File: src/rtl/stats_accum_unit.sv
// Running MAX/MIN/SUM over N unsigned samples, then AVG = floor(SUM/N)
// via a one-bit-per-cycle restoring divider.
module stats_accum_unit #(
    parameter int DATA_W = 8,
    parameter int SUM_W  = 16
) (
    input  logic              CLK,
    input  logic              RESET,
    input  logic              Load_COUNT_R,
    input  logic              Sample_VALID,
    input  logic [DATA_W-1:0] BUS_DATA,
    output logic [DATA_W-1:0] MAX_value,
    output logic [DATA_W-1:0] MIN_value,
    output logic [SUM_W-1:0]  SUM_value,
    output logic [DATA_W-1:0] AVG_value,
    output logic              AVG_done,
    output logic              Count_zero,
    output logic              Sign_value,
    output logic              Busy
);

    typedef enum logic [1:0] {IDLE, ACCUM, DIVIDE} state_t;
    localparam int IW = $clog2(SUM_W);

    state_t             state_q, state_d;
    logic [DATA_W-1:0]  count_q, count_d;
    logic [DATA_W-1:0]  div_q, div_d;
    logic [SUM_W-1:0]   sum_q, sum_d;
    logic [DATA_W-1:0]  max_q, max_d;
    logic [DATA_W-1:0]  min_q, min_d;
    logic [DATA_W-1:0]  avg_q, avg_d;
    logic               sign_q, sign_d;
    logic               done_q, done_d;
    logic [SUM_W-1:0]   quo_q, quo_d;
    logic [DATA_W-1:0]  rem_q, rem_d;
    logic [IW-1:0]      iter_q, iter_d;

    logic [DATA_W:0]    trial;
    logic               fits;
    logic [SUM_W-1:0]   quo_shift;
    logic [SUM_W-1:0]   sum_add;

    // Dividend bits shift out of quo_q's top while quotient bits enter below.
    assign trial     = {rem_q, quo_q[SUM_W-1]};
    assign fits      = trial >= {1'b0, div_q};
    assign quo_shift = {quo_q[SUM_W-2:0], fits};
    assign sum_add   = sum_q + {{(SUM_W-DATA_W){1'b0}}, BUS_DATA};

    always_comb begin
        state_d = state_q;
        count_d = count_q;
        div_d   = div_q;
        sum_d   = sum_q;
        max_d   = max_q;
        min_d   = min_q;
        avg_d   = avg_q;
        sign_d  = sign_q;
        done_d  = 1'b0;
        quo_d   = quo_q;
        rem_d   = rem_q;
        iter_d  = iter_q;
        if (Load_COUNT_R) begin
            count_d = BUS_DATA;
            div_d   = BUS_DATA;
            sum_d   = '0;
            max_d   = '0;
            min_d   = '1;
            sign_d  = 1'b0;
            iter_d  = '0;
            if (BUS_DATA != '0) begin
                state_d = ACCUM;
            end else begin
                state_d = IDLE;
                avg_d   = '0;
                done_d  = 1'b1;
            end
        end else begin
            unique case (state_q)
                ACCUM: begin
                    if (Sample_VALID) begin
                        sum_d   = sum_add;
                        max_d   = (BUS_DATA > max_q) ? BUS_DATA : max_q;
                        min_d   = (BUS_DATA < min_q) ? BUS_DATA : min_q;
                        sign_d  = BUS_DATA < max_q;
                        count_d = count_q - DATA_W'(1);
                        if (count_q == DATA_W'(1)) begin
                            state_d = DIVIDE;
                            quo_d   = sum_add;
                            rem_d   = '0;
                            iter_d  = '0;
                        end
                    end
                end
                DIVIDE: begin
                    rem_d  = fits ? DATA_W'(trial - {1'b0, div_q})
                                  : trial[DATA_W-1:0];
                    quo_d  = quo_shift;
                    iter_d = iter_q + IW'(1);
                    if (iter_q == IW'(SUM_W-1)) begin
                        avg_d   = quo_shift[DATA_W-1:0];
                        done_d  = 1'b1;
                        state_d = IDLE;
                    end
                end
                default: ;
            endcase
        end
    end

    always_ff @(posedge CLK) begin
        if (RESET) begin
            state_q <= IDLE;
            count_q <= '0;
            div_q   <= '0;
            sum_q   <= '0;
            max_q   <= '0;
            min_q   <= '1;
            avg_q   <= '0;
            sign_q  <= 1'b0;
            done_q  <= 1'b0;
            quo_q   <= '0;
            rem_q   <= '0;
            iter_q  <= '0;
        end else begin
            state_q <= state_d;
            count_q <= count_d;
            div_q   <= div_d;
            sum_q   <= sum_d;
            max_q   <= max_d;
            min_q   <= min_d;
            avg_q   <= avg_d;
            sign_q  <= sign_d;
            done_q  <= done_d;
            quo_q   <= quo_d;
            rem_q   <= rem_d;
            iter_q  <= iter_d;
        end
    end

    assign MAX_value  = max_q;
    assign MIN_value  = min_q;
    assign SUM_value  = sum_q;
    assign AVG_value  = avg_q;
    assign AVG_done   = done_q;
    assign Count_zero = (count_q == '0);
    assign Sign_value = sign_q;
    assign Busy       = (state_q != IDLE);

endmodule

File: config.mk
export PLATFORM = sky130hd
export DESIGN_NAME = stats_accum_unit
export DESIGN_NICKNAME = d
export VERILOG_FILES = /design/src/rtl/stats_accum_unit.sv
export SDC_FILE = /design/constraint.sdc
export NUM_CORES = 1
export LEC_CHECK = 0
export BUFFER_PORTS_ARGS = -buffer_cell sky130_fd_sc_hd__buf_2
export CORE_MARGIN = 1
export CORE_UTILIZATION = 45
export DETAILED_ROUTE_END_ITERATION = 16
export GPL_TIMING_DRIVEN = 0
export SLEW_MARGIN = 20
export SYNTH_ARGS = -nofsm -noshare
export SYNTH_HDL_FRONTEND = slang
export SYNTH_SLANG_ARGS = --single-unit
export TNS_END_PERCENT = 100
File: constraint.sdc
create_clock -name CLK -period 2.7 [get_ports CLK]
set_input_delay 0.405 -clock CLK [delete_from_list [all_inputs] [get_ports CLK]]
set_output_delay 0.405 -clock CLK [all_outputs]
set_load 0.005 [all_outputs]
==> results_dict.tcl, run 1 <==
set metrics [dict create \
    status "complete, no violations" \
    relSlewSlack 0.3844 \
    r2r_start "SUM_value[0]" \
    avgSynthCellArea_sq_um 8.439 \
    yosysMostFrequentCell "dfxtp_1" \
    powerDensity_nw_per_um2 522.4 \
    synth_seq_area_share 0.3631 \
    holdPathStages 3 \
    drt_wl_total_mm 12.45 \
    worstSetupPathType "reg -> reg" \
    synthTopCellsByCount "dfxtp_1, nor2_1, a21oi_1" \
    pin_count 56 \
    critPathArrivalTime_ps 2760 \
    rows 37 \
    cpMaxStageDelayCell "fa_1" \
    ff2ff_path_depth 9 \
    cts_buffer_depth 2 \
    die_area_sq_um 11200 \
    syn_inst 575 \
    crit_fanout 8 \
    setup_violations 0 \
    grt_pass1_vias 4072 \
    fin_crit_sh 0.9283 \
    vias 4283 \
    dp_hpwl_mm 9.255 \
    synth.area.top_cells "dfxtp_1, ha_1, a21oi_1" \
    timing.fmax_mhz 399.0 \
    ys_ff_latch 88 \
    diodes 0 \
    die_w_microns 105.8 \
    cts_num_sinks 88 \
    async_flop_share 0 \
    skew_ps 12.04 \
    ys_warn_count 0 \
    nets 690 \
    synth_nets 626 \
    routabilityCongestion 0.8450 \
    comb_power_share 0.143 \
    first_pass_iters 5 \
    worst_pin_slew_ps 917.3 \
    die_h_microns 105.8 \
    netSwitchingPower_uw 780.6 \
    fin_crit_ps 2507 \
    wire_per_inst_microns 15.96 \
    worstPathRequired_ps 2950 \
    hold_path_startpoint "BUS_DATA[0]" \
    finalHoldViolCount 0 \
    max_cap_violations 0 \
    hold_end "MAX_value[0]" \
    cts.clk_slew.worst_paths_ps 90 \
    grt_max_degree 15 \
    setup.worst_path.start_class "flip-flop" \
    core_area_sq_um 10370 \
    critPathMaxStageDelay_ps 440 \
    drtAntennaViolNets 0 \
    first_iter_violations 210 \
    drive_above_1_share 0.1304 \
    hold_ws_ps 405.8 \
    synth_edf_count 0 \
    numCtsBuffers 9 \
    synth_cell_types 57 \
    swShare 0.2703 \
    syn2layout_area_growth_pct 13.92 \
    ir_drop_v 0.0002617 \
    endpoint_kind "flip-flop" \
    synth_area_sq_um 4852 \
    min_path_type "in -> reg" \
    rsz0062_at_grt "false" \
    yosys.area.top_type "dfxtp_1" \
    leakage_nw 2.410 \
    ys.flop_type "dfxtp_1" \
    r2r-end "quo_q[12]" \
    insertion_delay_ps 380 \
    track_usage 0.2334 \
    p_int_mw 2.107 \
    path_cells "ha_1 > fa_1 > a211oi_2 > o21ai_0 > a31o_2 > clkbuf_1 > nand3_1 > xor2_1 > a211oi_1" \
    clkPwrFrac 0.383 \
    viasPerCell 5.491 \
    drv_slew 0 \
    yosysTopAreaCellShare 0.3631 \
    grt_overflow_total 0 \
    r2r_setup_slack_ps 190 \
    cts_tree "yes" \
    cts-htree-levels 3 \
    io_buffers 53 \
    cts-root-buf "clkbuf_8" \
    initial_core_util 0.4679 \
    grt_pass1_wl_mm 20.18 \
    antenna_found_initial 0 \
    p_seq_frac 0.474 \
    total_power_mw 2.888 \
    route.detailed.drc 0 \
]
==> cell families (layout without fill, tap and decap cells) <==
logic type	after synthesis	count (layout)	synth area share
mux	24	24	0.04977
compound gates	153	153	0.2024
simple gates	178	178	0.1743
fa+ha+maj	39	39	0.1037
buf+inv	61	130	0.04899
xor+xnor	32	32	0.05776
flops	88	88	0.3631
==> worst max-delay path, delay by kind of cell (launching register included) <==
| family | cells | cell delay [ps] |
|---|---|---|
| flip-flops | 1 | 360 |
| AO/OA/AOI/OAI | 4 | 750 |
| AND/OR/NAND/NOR | 1 | 140 |
| buffers and inverters | 1 | 200 |
| XOR/XNOR | 1 | 240 |
| adder cells (fa/ha/maj) | 2 | 680 |
==> cell usage in the layout, fill, tap and decap left out, types with 23 or more instances in the layout <==
master,n
a21oi_1,48
nand2_1,34
xor2_1,26
buf_2,54
clkbuf_1,24
mux2i_1,23
nor2_1,63
inv_1,33
dfxtp_1,88
o21ai_0,31
ha_1,37
==> metrics by stage <==
step / setup slack (ps) / utilization / area (sq um) / TNS, ps / instances
floorplan: 356.0 / - / 4852 / 0 / 575
global placement: -99.35 / 0.5099 / 5288 / -270.2 / 764
detailed placement: -108.0 / 0.5099 / 5288 / -241.2 / 764
CTS: 116.5 / 0.5326 / 5523 / 0 / 780
global route: 18.79 / 0.5331 / 5528 / 0 / 780
finish: 193.5 / 0.5331 / 5528 / 0 / 780
==> area by class of cell <==
class | count | area (sq um)
Fill cell | 1074 | 4842
Multi-Input combinational cell | 426 | 2858
Sequential cell | 88 | 1762
Timing Repair Buffer | 53 | 265.3
Tap cell | 136 | 170.2
Clock buffer | 10 | 127.6
Inverter | 34 | 127.6
Buffer | 27 | 110.1
Clock inverter | 6 | 107.6
==> registers in the layout, summed over array words and instances, names as in the netlist <==
name        cells
quo_q          16
div_q           8
count_q         8
Sign_value      1
AVG_value       8
rem_q           8
iter_q          4
MIN_value       8
state_q         2
MAX_value       8
SUM_value      16
AVG_done        1
==> power groups by stage <==
| stage | logic, mW | clock network [mW] | registers [mW] |
|---|---|---|---|
| after global routing | 0.459 | 1.18 | 1.38 |
| after global placement | 0.404 | 0 | 1.40 |
| after detailed placement | 0.411 | 0 | 1.40 |
| after CTS | 0.414 | 1.13 | 1.37 |
| final | 0.413 | 1.10 | 1.37 |
| after floorplan | 0.290 | 0 | 1.39 |
==> metal layers <==
layer | share of wire | GRT usage | wire, microns | vias up
met5 | 0 | 0 | 0 | -
met1 | 0.49 | 0.3155 | 6137 | 1997
met2 | 0.44 | 0.3632 | 5451 | 101
met3 | 0.044 | 0.03587 | 549 | 22
met4 | 0.025 | 0.1101 | 312 | 0
li1 | - | - | - | 2163
==> timing repair <==
item	CTS	global route
hold buffers	0	0
hold endpoints to repair	0	0
resized for setup	0	1
setup buffers	0	0
setup endpoints to repair	0	2
==> worst max-delay path by stage <==
stage                  from        end  slack (ps)
3_5_place_dp    BUS_DATA[0]  quo_q[12]        -110
3_3_place_gp    BUS_DATA[0]   quo_q[8]        -100
6_report       SUM_value[0]  quo_q[12]         190
5_1_grt          count_q[2]   rem_q[0]          20
2_1_floorplan   BUS_DATA[0]   quo_q[8]         360
4_1_cts        SUM_value[0]  quo_q[12]         120
Note: power is estimated with default switching activity, not from simulation.
==> run 2: changes to the inputs <==
- PLACE_DENSITY: not set -> 0.69
- SLEW_MARGIN: 20 -> 25
- TNS_END_PERCENT: 100 -> not set
==> run 2 against run 1 <==
Effect of this change:
- worst hold slack better by 14 ps
- sequential cell count stayed put
- clock power is 9% lower
- largest power group unchanged
- die area stayed put
- first-iteration DRC count is 6.7% higher
- cell count is 0.26% lower
- combinational power is 1% higher
- via count is 2.0% higher
- count of clock-buffer cells in the layout is 1 higher
- power is 3.6% lower
- critical path depth stayed put
- register-to-register slack worse by 70 ps
==> results_dict.tcl, run 2 (synthesis results as in run 1) <==
set metrics [dict create \
    status "complete, no violations" \
    core_area_sq_um 10370 \
    insertion_delay_ps 370 \
    mostFrequentLayoutCell "dfxtp_1" \
    die_area_sq_um 11200 \
    setup.worst_path.start_class "flip-flop" \
    die_h_microns 105.8 \
    diodes 0 \
    grt_overflow_total 0 \
    first_pass_iters 5 \
    grt_pass1_wl_mm 19.87 \
    finalHoldViolCount 0 \
    critPathArrivalTime_ps 2810 \
    dp_hpwl_mm 9.235 \
    io_buffers 53 \
    grt_pass1_vias 4080 \
    startpoint "SUM_value[0]" \
    route.detailed.drc 0 \
    drt_wl_total_mm 12.45 \
    r2r_setup_slack_ps 120 \
    timing.fmax_mhz 387.7 \
    routabilityCongestion 0.8412 \
    worstSetupPathType "reg -> reg" \
    cts_buffer_depth 2 \
    ff2ff_path_depth 9 \
    fin_crit_ps 2579 \
    leakage_nw 2.395 \
    max_cap_violations 0 \
    post_cts.repair.setup_buffers 0 \
    endpoint "quo_q[8]" \
    initial_core_util 0.4679 \
    cts-htree-levels 3 \
    ir_drop_v 0.0002742 \
    first_iter_violations 224 \
    ctsHoldBuffers 0 \
    pin_count 56 \
    dpl_cell_area_sq_um 5288 \
    wire_per_inst_microns 16.00 \
    setup_violations 0 \
    antenna_found_initial 0 \
    drive_above_1_share 0.1277 \
    endpoint_kind "flip-flop" \
    final_cell_mix "dfxtp_1, nor2_1, buf_2, a21oi_1, ha_1" \
    drtAntennaViolNets 0 \
    powerDensity_nw_per_um2 506.2 \
    drv_slew 0 \
    design_area_sq_um 5502 \
    grt_max_degree 14 \
    rows 37 \
    worst_pin_slew_ps 934.6 \
    nets 690 \
    r2r-end "quo_q[8]" \
    relSlewSlack 0.3727 \
    viasPerCell 5.617 \
    total_power_mw 2.785 \
    vias 4370 \
    die_w_microns 105.8 \
    crit_fanout 8 \
    cts-root-buf "clkbuf_8" \
    cts_num_sinks 88 \
    skew_ps 10.12 \
    fin_crit_sh 0.9552 \
    track_usage 0.2254 \
    worstPathRequired_ps 2930 \
    finalSetupTns_ps 0 \
    syn2layout_area_growth_pct 13.38 \
    r2r_start "SUM_value[0]" \
    cts.clk_slew.worst_paths_ps 80 \
    min_path_type "in -> reg" \
    numCtsBuffers 9 \
    cts_tree "yes" \
]
## run 2: changes by cell type in the layout (fill, tap and decap cells not counted)
| cell | before | now |
|---|---|---|
| clkbuf_8 | 9 | 10 |
| bufinv_16 | 3 | 2 |
| clkinv_2 | 2 | 0 |
## run 2: worst min-delay path by stage
stage                            from            to  slack [ps]  cells past startpoint
after global routing      BUS_DATA[6]  MAX_value[6]         440                      3
after global placement       quo_q[7]      quo_q[7]         440                      2
after CTS                 BUS_DATA[0]  MAX_value[0]         400                      3
final                     BUS_DATA[0]  MAX_value[0]         420                      3
after detailed placement     quo_q[7]      quo_q[7]         440                      2
after floorplan              rem_q[7]      rem_q[7]         420                      2
## run 2: worst max-delay path, cell delays in order (launching register included)
cell and delay, ps:
dfxtp_1 340, ha_1 220, fa_1 450, a211oi_2 300, o21ai_0 160, a31o_2 260
clkbuf_1 190, xor2_1 210, o211ai_1 220, a21oi_1 90
## run 2: layer usage
layer / global-route usage / share of wire / vias to the layer above
met5: 0 / 0 / -
met4: 0.08433 / 0.018 / 0
met3: 0.04267 / 0.044 / 19
met2: 0.3702 / 0.46 / 103
met1: 0.2926 / 0.48 / 2080
li1: - / - / 2168
## run 2: layout make-up
cell class / instances / area (sq um)
clock buffer: 11 / 141.4
sequential: 88 / 1762
buffer: 27 / 110.1
multi-input combinational: 426 / 2858
clock inverter: 3 / 67.56
inverter: 34 / 127.6
fill: 1005 / 4868
tap: 136 / 170.2
timing repair buffer: 53 / 265.3
## run 2: power by group
group	switching, mW	leakage [nW]	total [mW]	internal (mW)
Clock	0.460	0.101	0.997	0.537
Combinational	0.261	1.58	0.418	0.157
Sequential	0.0311	0.715	1.37	1.34
## run 2: metrics by stage
step	worst slack [ps]	utilization	hold slack, ps	instances
5_1_grt	-27.15	0.5305	438.3	778
2_1_floorplan	356.0	-	417.5	575
4_1_cts	73.11	0.5300	400.3	778
3_5_place_dp	-177.2	0.5099	443.7	764
3_3_place_gp	-98.99	0.5099	438.4	764
6_report	120.9	0.5305	420.1	778
## run 2: timing repair
item,4_1_cts,5_1_grt
resized for setup,0,1
endpoints found under the hold margin,0,0
endpoints found under the setup margin,0,5
